==> src/rtl/pad_pkg.sv <==
// Shared definitions for the pad input path: debouncer state encoding and default qualify length.
package pad_pkg;

    localparam int unsigned PAD_DEBOUNCE_DEFAULT = 4;
    localparam int unsigned PAD_STATE_W          = 2;

    typedef logic [PAD_STATE_W-1:0] pad_state_t;

    // Bit 1 marks the debounced level, so S_HIGH/S_FALL both report a pressed pad.
    localparam pad_state_t S_LOW  = 2'b00;
    localparam pad_state_t S_RISE = 2'b01;
    localparam pad_state_t S_HIGH = 2'b11;
    localparam pad_state_t S_FALL = 2'b10;

endpackage

==> src/rtl/pad_debouncer_if.sv <==
// Pad-side signal bundle: raw pad level in, debounced level and qualify flag out.
interface pad_debouncer_if;

    logic raw;
    logic check;
    logic busy;

    modport master (
        output raw,
        input  check,
        input  busy
    );

    modport slave (
        input  raw,
        output check,
        output busy
    );

endinterface

==> src/rtl/pad_debouncer_sync2.sv <==
// Two-flop synchroniser for asynchronous pad inputs; both stages clear on reset.
module pad_sync2 (
    input  logic CLK,
    input  logic RST,
    input  logic d,
    output logic q
);

    logic s1;

    always_ff @(posedge CLK) begin
        if (RST) begin
            s1 <= 1'b0;
            q  <= 1'b0;
        end else begin
            s1 <= d;
            q  <= s1;
        end
    end

endmodule

==> src/rtl/pad_debouncer.sv <==
// Per-pad debouncer: synchronises raw and qualifies each level change for DEBOUNCE_CYCLES cycles.
// Build option PAD_DEBOUNCE_ACTIVE_LOW_EN inverts raw for pull-up pads (pressed = 0).
module pad_debouncer
    import pad_pkg::*;
#(
    parameter int unsigned DEBOUNCE_CYCLES = PAD_DEBOUNCE_DEFAULT,
    parameter int unsigned CNT_W           = 3
) (
    input  logic            CLK,
    input  logic            RST,
    pad_debouncer_if.slave  pad
);

    localparam logic [CNT_W-1:0] CNT_LAST = CNT_W'(DEBOUNCE_CYCLES - 1);

    generate
        if (DEBOUNCE_CYCLES < 1 || (2 ** CNT_W) <= DEBOUNCE_CYCLES) begin : g_bad_cfg
            $error("pad_debouncer: need 1 <= DEBOUNCE_CYCLES < 2**CNT_W");
        end
    endgenerate

    logic             raw_level;
    logic             sync_q;
    pad_state_t       state_q;
    pad_state_t       state_d;
    logic [CNT_W-1:0] cnt_q;
    logic [CNT_W-1:0] cnt_d;
    logic             check_q;
    logic             check_d;
    logic             busy_q;
    logic             busy_d;

`ifdef PAD_DEBOUNCE_ACTIVE_LOW_EN
    assign raw_level = ~pad.raw;
`else
    assign raw_level = pad.raw;
`endif

    pad_sync2 u_sync (
        .CLK (CLK),
        .RST (RST),
        .d   (raw_level),
        .q   (sync_q)
    );

    // Next-state: a new level must hold for DEBOUNCE_CYCLES cycles; any reversal returns to the old level.
    always_comb begin
        state_d = state_q;
        cnt_d   = cnt_q;
        case (state_q)
            S_LOW: begin
                if (sync_q) begin
                    state_d = S_RISE;
                    cnt_d   = '0;
                end
            end
            S_RISE: begin
                if (!sync_q) begin
                    state_d = S_LOW;
                    cnt_d   = '0;
                end else if (cnt_q == CNT_LAST) begin
                    state_d = S_HIGH;
                    cnt_d   = '0;
                end else begin
                    cnt_d = cnt_q + CNT_W'(1);
                end
            end
            S_HIGH: begin
                if (!sync_q) begin
                    state_d = S_FALL;
                    cnt_d   = '0;
                end
            end
            S_FALL: begin
                if (sync_q) begin
                    state_d = S_HIGH;
                    cnt_d   = '0;
                end else if (cnt_q == CNT_LAST) begin
                    state_d = S_LOW;
                    cnt_d   = '0;
                end else begin
                    cnt_d = cnt_q + CNT_W'(1);
                end
            end
            default: begin
                state_d = S_LOW;
                cnt_d   = '0;
            end
        endcase

        check_d = (state_d == S_HIGH) || (state_d == S_FALL);
        busy_d  = (state_d == S_RISE) || (state_d == S_FALL);
    end

    always_ff @(posedge CLK) begin
        if (RST) begin
            state_q <= S_LOW;
            cnt_q   <= '0;
            check_q <= 1'b0;
            busy_q  <= 1'b0;
        end else begin
            state_q <= state_d;
            cnt_q   <= cnt_d;
            check_q <= check_d;
            busy_q  <= busy_d;
        end
    end

    assign pad.check = check_q;
    assign pad.busy  = busy_q;

endmodule

==> src/flat_wrapper.sv <==
// flat-port wrapper written by rule: the top's interface ports become plain ports
module pad_debouncer_flat import pad_pkg::*;
#(
    parameter int unsigned DEBOUNCE_CYCLES = PAD_DEBOUNCE_DEFAULT,
    parameter int unsigned CNT_W           = 3
)
  (CLK, RST, pad_raw, pad_check, pad_busy);
  pad_debouncer_if pad_i ();
  input  logic CLK;
  input  logic RST;
  input wire logic [$bits(pad_i.raw)-1:0] pad_raw;
  output wire logic [$bits(pad_i.check)-1:0] pad_check;
  output wire logic [$bits(pad_i.busy)-1:0] pad_busy;
  assign pad_i.raw = pad_raw;
  assign pad_check = pad_i.check;
  assign pad_busy = pad_i.busy;
  pad_debouncer #(.DEBOUNCE_CYCLES(DEBOUNCE_CYCLES), .CNT_W(CNT_W)) u_core (.CLK(CLK), .RST(RST), .pad(pad_i));
endmodule
==> config.mk <==
export PLATFORM = sky130hd
export DESIGN_NAME = pad_debouncer_flat
export DESIGN_NICKNAME = d
export VERILOG_FILES = /design/src/rtl/pad_pkg.sv /design/src/rtl/pad_debouncer_if.sv /design/src/rtl/pad_debouncer_sync2.sv /design/src/rtl/pad_debouncer.sv /design/src/flat_wrapper.sv
export SDC_FILE = /design/constraint.sdc
export NUM_CORES = 1
export LEC_CHECK = 0
export CORE_MARGIN = 5
export CORE_UTILIZATION = 35
export CTS_CLUSTER_DIAMETER = 200
export CTS_CLUSTER_SIZE = 40
export DETAILED_ROUTE_END_ITERATION = 16
export SETUP_SLACK_MARGIN = 0.4
export SYNTH_ARGS = -nofsm -noshare
export SYNTH_HDL_FRONTEND = slang
export SYNTH_SLANG_ARGS = --single-unit
export TNS_END_PERCENT = 30
==> constraint.sdc <==
create_clock -name CLK -period 3.4 [get_ports CLK]
set_input_delay 0.85 -clock CLK [delete_from_list [all_inputs] [get_ports CLK]]
set_output_delay 0.85 -clock CLK [all_outputs]
set_load 0.01 [all_outputs]
# After elaboration in Yosys (flattened, before gate mapping)
# Index checks and enable logic that the tools add are counted.
# totals
regBits,9
latch_bits,0
out_inout_bits,2
mem_bits_rw,0
rom_bits,0
inputBits,3
wordCells,33
memories,0
# op_classes
n_mux,13
bitwise,0
n_reduce_logical,4
magnitude_cmp,0
eq_ne,9
n_shift,0
n_addsub,1
multipliers,0
div,0
# ops
op,count
$mux W3,5
$mux W2,6
$pmux W3 S4,1
$eq A2 B2 Y1 const B,4
$pmux W2 S4,1
$eq A2 B1 Y1 const B,2
$ne A2 B2 Y1 const B,2
$add A3 B1 Y3 const B,1
$eq A3 B2 Y1 const B,1
$logic_not A2 Y1,1
$logic_or A1 B1 Y1,2
$reduce_and A2 Y1,1

# Depth between registers and ports, before layout
# Gate-level depths: netlist of run 1.
# depth
ltp_word,6
depth_mapped,8
depth_no_buf,8

# Hierarchy
# Synthesis of run 1 repeated with hierarchy kept, for this count alone.
# unflattened
cells_unflattened,61
area_unflattened_um2,519.2
# modules_own_cells
mod,cells_per_inst,area_each_um2,n_inst,seq_area_each_um2
pad_debouncer,57,466.7,1,120.1
pad_sync2,4,52.6,1,40.0

# Least setup slack after synthesis of run 1
# OpenSTA, ideal clock, no wires.
# synth_path
kind,reg-to-reg
start,register u_core.state_q[0]
end,"register u_core.check_q, in the netlist u_core.pad.check"
synth_period_minus_slack_ns,1.770
setup_time_ns,0.117
path_slack_ns,1.630
required_ns,3.283
arrival_ns,1.653
stages_incl_launch_ff,9
path_buffers,0
cell_sequence,dfxtp_1 -> inv_1 -> ha_1 -> a211oi_2 -> o21a_2 -> o21a_4 -> o22ai_2 -> ha_1 -> a22o_1
# synth_via
word_cells_on_any_way,14
classes_between,5 x eq/ne; 7 x mux; 2 x reduce/logical
# synth_rtl
item,line,rtl
"start, declared",pad_debouncer.sv:24,pad_state_t state_q;
"start signal, assigned",pad_debouncer.sv:102,state_q <= state_d;
"$eq A2 B2 Y1, or another cell as far along",pad_debouncer.sv:50,case (state_q)
$pmux W2 S4 (*),pad_debouncer.sv:50,
named net u_core.state_d[1],pad_debouncer.sv:25,pad_state_t state_d;
$eq A2 B2 Y1,pad_debouncer.sv:91,check_d = (state_d == S_HIGH) || (state_d == S_FALL);
$logic_or A1 B1 Y1 (*),pad_debouncer.sv:91,
"end signal, assigned",pad_debouncer.sv:104,check_q <= check_d;
"end, declared",pad_debouncer.sv:28,logic check_q;
# The timed path passes the listed nets; every way through them passes the cells marked *.
# A chain may end at the register's enable or synchronous reset.

# Final worst setup path of run 1
# layout_path
start,"register u_core.check_q, in the netlist u_core.pad.check"
end,output pad_check
# layout_rtl
item,line,rtl
"end, declared",flat_wrapper.sv:12,output wire logic [$bits(pad_i.check)-1:0] pad_check;
# No word-level cell between the ends.

==> results.txt, run 1 <==
outcome - complete, no violations
CP arrival - 1080 ps
Num CTS Buffers - 3
Worst Clk Skew - 5.78 ps
synthesized instance count - 54
Req. time, crit path - 2550 ps
Chip Height - 49.2 um
filler instances - 129
slowest cell delay on critical path - 520 ps
Routed WL - 814 um
synth cell count leaders - dfxtp_1, ha_1, nor2_1
FFs w/ async S/R, synth - 0%
Slew headroom - 76.8%
GRT overflow - 0
Starting Density - 36.1%
gp weighted congestion - 0.728
top cells by area, synth - dfxtp_1, ha_1, nor2_1, a211oi_1, inv_1
number of distinct library cells after synthesis - 27
Longest Clk Path Bufs - 2
clock latency on the worst-skew pair - 250 ps
Worst Hold Class - reg -> reg
Main synth FF type - dfxtp_1
Avg Cell Area, Syn - 9.94 um^2
yosys warns - 0
# port buffers - 4
post-DR wirelength/cell - 10.6 um
Worst path top cell family by delay - buffers and inverters
# nets final - 72
Post-DRT Antenna Nets - 0
Yosys reg bits - 9
CTS clk-pin slew, worst paths - 60 ps
via count - 375
worst-path cell chain - clkdlybuf4s50_1
DIE AREA - 0.00242 mm^2
Critical path buffers and inverters - 1
Achievable Freq - 518 MHz
Post-CTS Setup Bufs - 0
fraction of layout instances using a drive strength above 1 - 16.4%
Max Cap Violations - 0
CP endpoint kind - output port
Final Cell Area - 612 um^2
count leader, synth - dfxtp_1
n_diodes - 0
period utilization - 56.8%
# H-tree levels - 1
critical path peak fanout - 1
post-synth top area share - 33.6%
final hold violations - 0
antenna violations before repair - 0
DRC viols - 0
sequential fraction of the synthesis area - 33.6%
post-synthesis net count - 64
DP HPWL - 666 um
vias in the first global route - 362
post-CTS sizing - 0
peak supply drop - 251 uV
Die X-Extent - 49.2 um
Layout Area Growth over Synthesis - 14.0%
Yosys top cell by area - dfxtp_1
CTS Hold Bufs - 0
placed instance area - 586 um^2
Iter 0 DRT Violations - 6
IO Pins - 5
Startpoint Class - register
first-pass GRT wire length - 1540 um
Leak - 0.249 nW
CTS root buffer - clkbuf_4
CTS tree - yes
num rows - 14
Slowest-stage cell, CP - clkdlybuf4s50_1
Final setup viols - 0
GRT Util Overall - 8.25%
final worst path period need - 1930 ps
largest net degree at the start of global routing - 10
Slew Viols, Final - 0
worst-margin pin slew - 347 ps
number of flops mapped to enable cells by yosys - 0
Pwr per Cell Area - 356 mW/mm^2
# clock sinks - 9
unrepaired setup endpoints after global routing - false
setup TNS - 0 ps
DR pass1 iterations - 4
worst setup path category - reg -> out
core area - 0.00149 mm^2
Avg Vias per Cell - 4.87
cell area after synthesis - 537 um^2
-- sequential cells by signal, summed over array words and instances, names as in the netlist --
register,flops
u_core.cnt_q,3
u_core.state_q,2
u_core.pad.busy,1
u_core.pad.check,1
u_core.u_sync.q,1
u_core.u_sync.s1,1
-- final cells by class --
cell class / count / area [um^2] / share of cell area [%]
Inverter: 4 / 15.0 / 2.45
Multi-Input combinational cell: 40 / 330 / 54.0
Tap cell: 16 / 20.0 / 3.27
Sequential cell: 9 / 180 / 29.4
Clock buffer: 4 / 26.3 / 4.29
Timing Repair Buffer: 4 / 40.0 / 6.54
-- cells by family (layout without fill, tap and decap cells) --
family | after synthesis | count (layout) | synth area share, %
muxes | 3 | 3 | 6.76
AOI/OAI and AO/OA | 14 | 14 | 22.6
DFF | 9 | 9 | 33.6
buffers and inverters | 5 | 12 | 4.89
and+or+nand+nor | 16 | 16 | 15.9
adders and majority gates | 7 | 7 | 16.3
-- cells in the final DEF (no fill, tap or decap) --
cell type / Yosys / final
o21a_2: 1 / 1
clkdlybuf4s50_1: 0 / 4
o22ai_2: 1 / 1
clkbuf_1: 0 / 1
nor4_1: 1 / 1
inv_1: 4 / 4
nand2_1: 4 / 4
nor2b_1: 2 / 2
o21bai_1: 1 / 1
o21ai_0: 1 / 1
ha_1: 7 / 7
a211oi_2: 1 / 1
nand4_1: 1 / 1
a21oi_1: 2 / 2
and3_1: 1 / 1
dfxtp_1: 9 / 9
nor2_1: 5 / 5
clkbuf_4: 0 / 3
mux2_4: 1 / 1
a22o_1: 1 / 1
o21ai_1: 1 / 1
nand2b_1: 1 / 1
nor2b_4: 1 / 1
a211oi_1: 2 / 2
mux2i_1: 1 / 1
o31a_1: 1 / 1
o211ai_2: 1 / 1
mux2_1: 1 / 1
o21a_4: 1 / 1
-- report_power, final --
part | switching [W] | leakage (nW) | internal [W]
registers | 0.00000307 | 0.0731 | 0.000109
clock network | 0.0000335 | 0.0150 | 0.0000450
logic | 0.0000127 | 0.161 | 0.0000153
total | 0.0000493 | 0.249 | 0.000169
-- worst paths after layout --
path / from / to / slack [ps] / cells past startpoint
hold reg to reg: u_core.u_sync.s1 / u_core.u_sync.q / 460 / 1
setup reg to reg: u_core.state_q[0] / u_core.pad.check / 1500 / 8
hold / removal: u_core.u_sync.s1 / u_core.u_sync.q / 460 / 1
setup / recovery: u_core.pad.check / pad_check / 1470 / 1
-- layer usage --
| metal | share of wire, % | vias up | track usage (%) |
|---|---|---|---|
| met2 | 49 | 4 | 12.4 |
| met4 | 0 | 0 | 2.69 |
| li1 | - | 206 | - |
| met5 | 0 | - | 0 |
| met3 | 3.9 | 0 | 4.59 |
| met1 | 47 | 165 | 9.78 |
-- through the flow --
step | total power (W) | setup WS (ps) | instances | hold WS [ps] | utilization, %
finish | 0.000218 | 1470 | 77 | 456 | 41.1
global route | 0.000234 | 1380 | 77 | 474 | 41.1
CTS | 0.000223 | 1450 | 77 | 461 | 41.1
detailed placement | 0.000142 | 1480 | 73 | 452 | 39.3
global placement | 0.000142 | 1480 | 73 | 452 | 39.3
floorplan | 0.000134 | 1630 | 54 | 414 | -
No activity file was read; power rests on OpenSTA's default activity.
==> run 2: changes to the inputs <==
- clock period: 3.4 -> 1.84 ns (I/O delays scaled with it)
==> results.txt, run 2 (synthesized netlist as in run 1, its figures left out) <==
GRT Util Overall - 9.98% (was 8.25%)
most common cell after layout, fill and taps aside - dfxtp_1 (unchanged)
Leak - 0.282 nW (was 0.249 nW)
gp weighted congestion - 0.639 (was 0.728)
outcome - complete, no violations (unchanged)
Max Cap Violations - 0 (unchanged)
Slew Viols, Final - 0 (unchanged)
# H-tree levels - 1 (unchanged)
biggest regs - u_core.cnt_q: 3 flops, u_core.state_q: 2 flops (unchanged)
Hold EP - u_core.u_sync.q (unchanged)
n_diodes - 0 (unchanged)
Layout Area Growth over Synthesis - 35.4% (was 14.0%)
switching fraction of total power - 25.0% (was 22.6%)
Worst Clk Skew - 6.41 ps (was 5.78 ps)
min-delay src - u_core.u_sync.s1 (unchanged)
busiest grt layer - met2 (unchanged)
peak supply drop - 320 uV (was 251 uV)
reg-to-reg critical path startpoint - u_core.state_q[0] (unchanged)
R2R Path End - u_core.pad.check (unchanged)
vias in the first global route - 409 (was 362)
Longest Clk Path Bufs - 2 (unchanged)
Worst Hold Class - reg -> reg (unchanged)
DR pass1 iterations - 5 (was 4)
Psw - 0.000107 W (was 0.0000493 W)
CP Launch Point - u_core.state_q[0] (was u_core.pad.check)
Post-DRT Antenna Nets - 0 (unchanged)
most used cell, CP - ha_4
cell depth of the worst flop-to-flop path - 8 (unchanged)
# port buffers - 4 (unchanged)
unrepaired setup endpoints after global routing - true (was false)
antenna violations before repair - 0 (unchanged)
# clock sinks - 9 (unchanged)
placed instance area - 633 um^2 (was 586 um^2)
Final Cell Area - 727 um^2 (was 612 um^2)
M3 GR Usage - 4.59% (unchanged)
final hold violations - 0 (unchanged)
Global Route met2 Usage - 15.9% (was 12.4%)
Startpoint Class - register (unchanged)
Clock Power Share - 35.7% (was 36.0%)
setup TNS - 0 ps (unchanged)
worst hold stages - 1 (unchanged)
core area - 0.00149 mm^2 (unchanged)
number of flip-flops in the largest register - 3 (unchanged)
Routed WL - 983 um (was 814 um)
num rows - 14 (unchanged)
met1 Track Usage GR - 10.8% (was 9.78%)
CTS root buffer - clkbuf_4 (unchanged)
CP arrival - 1770 ps (was 1080 ps)
period utilization - 87.4%
DIE AREA - 0.00242 mm^2 (unchanged)
Reg power frac - 47.8% (was 51.2%)
first-pass GRT wire length - 1790 um (was 1540 um)
DP HPWL - 719 um (was 666 um)
Internal - 0.000322 W (was 0.000169 W)
critical path peak fanout - 5 (was 1)
Req. time, crit path - 2000 ps (was 2550 ps)
Final setup viols - 0 (unchanged)
fraction of layout instances using a drive strength above 1 - 35.8% (was 16.4%)
largest net degree at the start of global routing - 10 (unchanged)
final worst path period need - 1610 ps
Avg Vias per Cell - 5.10 (was 4.87)
Achievable Freq - 622 MHz
Chip Height - 49.2 um (unchanged)
overall power - 0.000429 W (was 0.000218 W)
Slew headroom - 74.8% (was 76.8%)
Num CTS Buffers - 3 (unchanged)
DRC viols - 0 (unchanged)
worst-path cell chain - inv_4 -> ha_4 -> a211oi_2 -> o21a_2 -> o21a_4 -> o22ai_4 -> ha_4 -> a22o_1 (was clkdlybuf4s50_1)
CTS clk-pin slew, worst paths - 60 ps (about the same)
most frequent cells in the layout - dfxtp_1, buf_4, nor2_1 (was dfxtp_1, ha_1, nor2_1)
GRT overflow - 0 (unchanged)
Iter 0 DRT Violations - 6 (unchanged)
clock latency on the worst-skew pair - 260 ps (was 250 ps)
CP endpoint kind - register (was output port)
via count - 423 (was 375)
Pwr per Cell Area - 591 mW/mm^2 (was 356 mW/mm^2)
Starting Density - 36.1% (unchanged)
Slowest-stage cell, CP - dfxtp_4 (was clkdlybuf4s50_1)
post-DR wirelength/cell - 11.8 um (was 10.6 um)
worst setup path category - reg -> reg (was reg -> out)
Util after Layout - 48.8% (was 41.1%)
Die X-Extent - 49.2 um (unchanged)
CTS tree - yes (unchanged)
worst-margin pin slew - 378 ps (was 347 ps)
# nets final - 78 (was 72)
Gate power share - 16.5% (was 12.8%)
slowest cell delay on critical path - 380 ps (was 520 ps)
slack of the worst reg-to-reg path - 230 ps (was 1500 ps)
IO Pins - 5 (unchanged)
largest reg by FF count - u_core.cnt_q (unchanged)
[run 2: worst max path at each step]
stage                       endpoint  slack [ps]  cells after the start
CTS                 u_core.pad.check         220                      8
global placement    u_core.pad.check         190                      8
global route        u_core.pad.check         140                      8
finish              u_core.pad.check         230                      8
detailed placement  u_core.pad.check         190                      8
floorplan           u_core.pad.check         270                      8
[run 2: metal layers]
metal  vias to the layer above  wire [um]
met5                         -          0
met4                         0         15
met3                         2         39
met2                         9        512
met1                       192        416
li1                        220          -
[run 2: power groups by stage]
| stage | sequential, W | combinational (W) | clock (W) |
|---|---|---|---|
| 2_1_floorplan | 0.000208 | 0.0000430 | 0 |
| 3_3_place_gp | 0.000210 | 0.0000578 | 0 |
| 3_5_place_dp | 0.000210 | 0.0000581 | 0 |
| 4_1_cts | 0.000205 | 0.0000711 | 0.000157 |
| 5_1_grt | 0.000206 | 0.0000790 | 0.000170 |
| 6_report | 0.000205 | 0.0000710 | 0.000153 |
[run 2: worst max-delay path: cells and delay by family, from the launching register on]
kind / cells / cell delay, ps
adders and majority gates: 2 / 340
buffers and inverters: 1 / 60
AOI/OAI and AO/OA: 5 / 730
DFF: 1 / 380
[run 2: area by class of cell]
type | count | area (um^2)
timing repair buffer | 10 | 85.1
tap | 16 | 20.0
multi-input combinational | 40 | 388
sequential | 9 | 188
clock buffer | 4 | 26.3
fill | 137 | 762
inverter | 4 | 20.0
[run 2: timing repair]
action | in CTS | in global routing
pin swaps | 2 | 0
endpoints found under the setup margin | 4 | 6
buffers inserted | 5 | 0
hold buffers | 0 | 0
resized for setup | 4 | 0
[run 2: per-stage QoR]
step	worst slack (ps)	hold slack, ps	std cells
6_report	232	439	83
5_1_grt	142	454	83
4_1_cts	224	441	83
3_5_place_dp	186	426	74
3_3_place_gp	190	420	74
2_1_floorplan	273	414	54
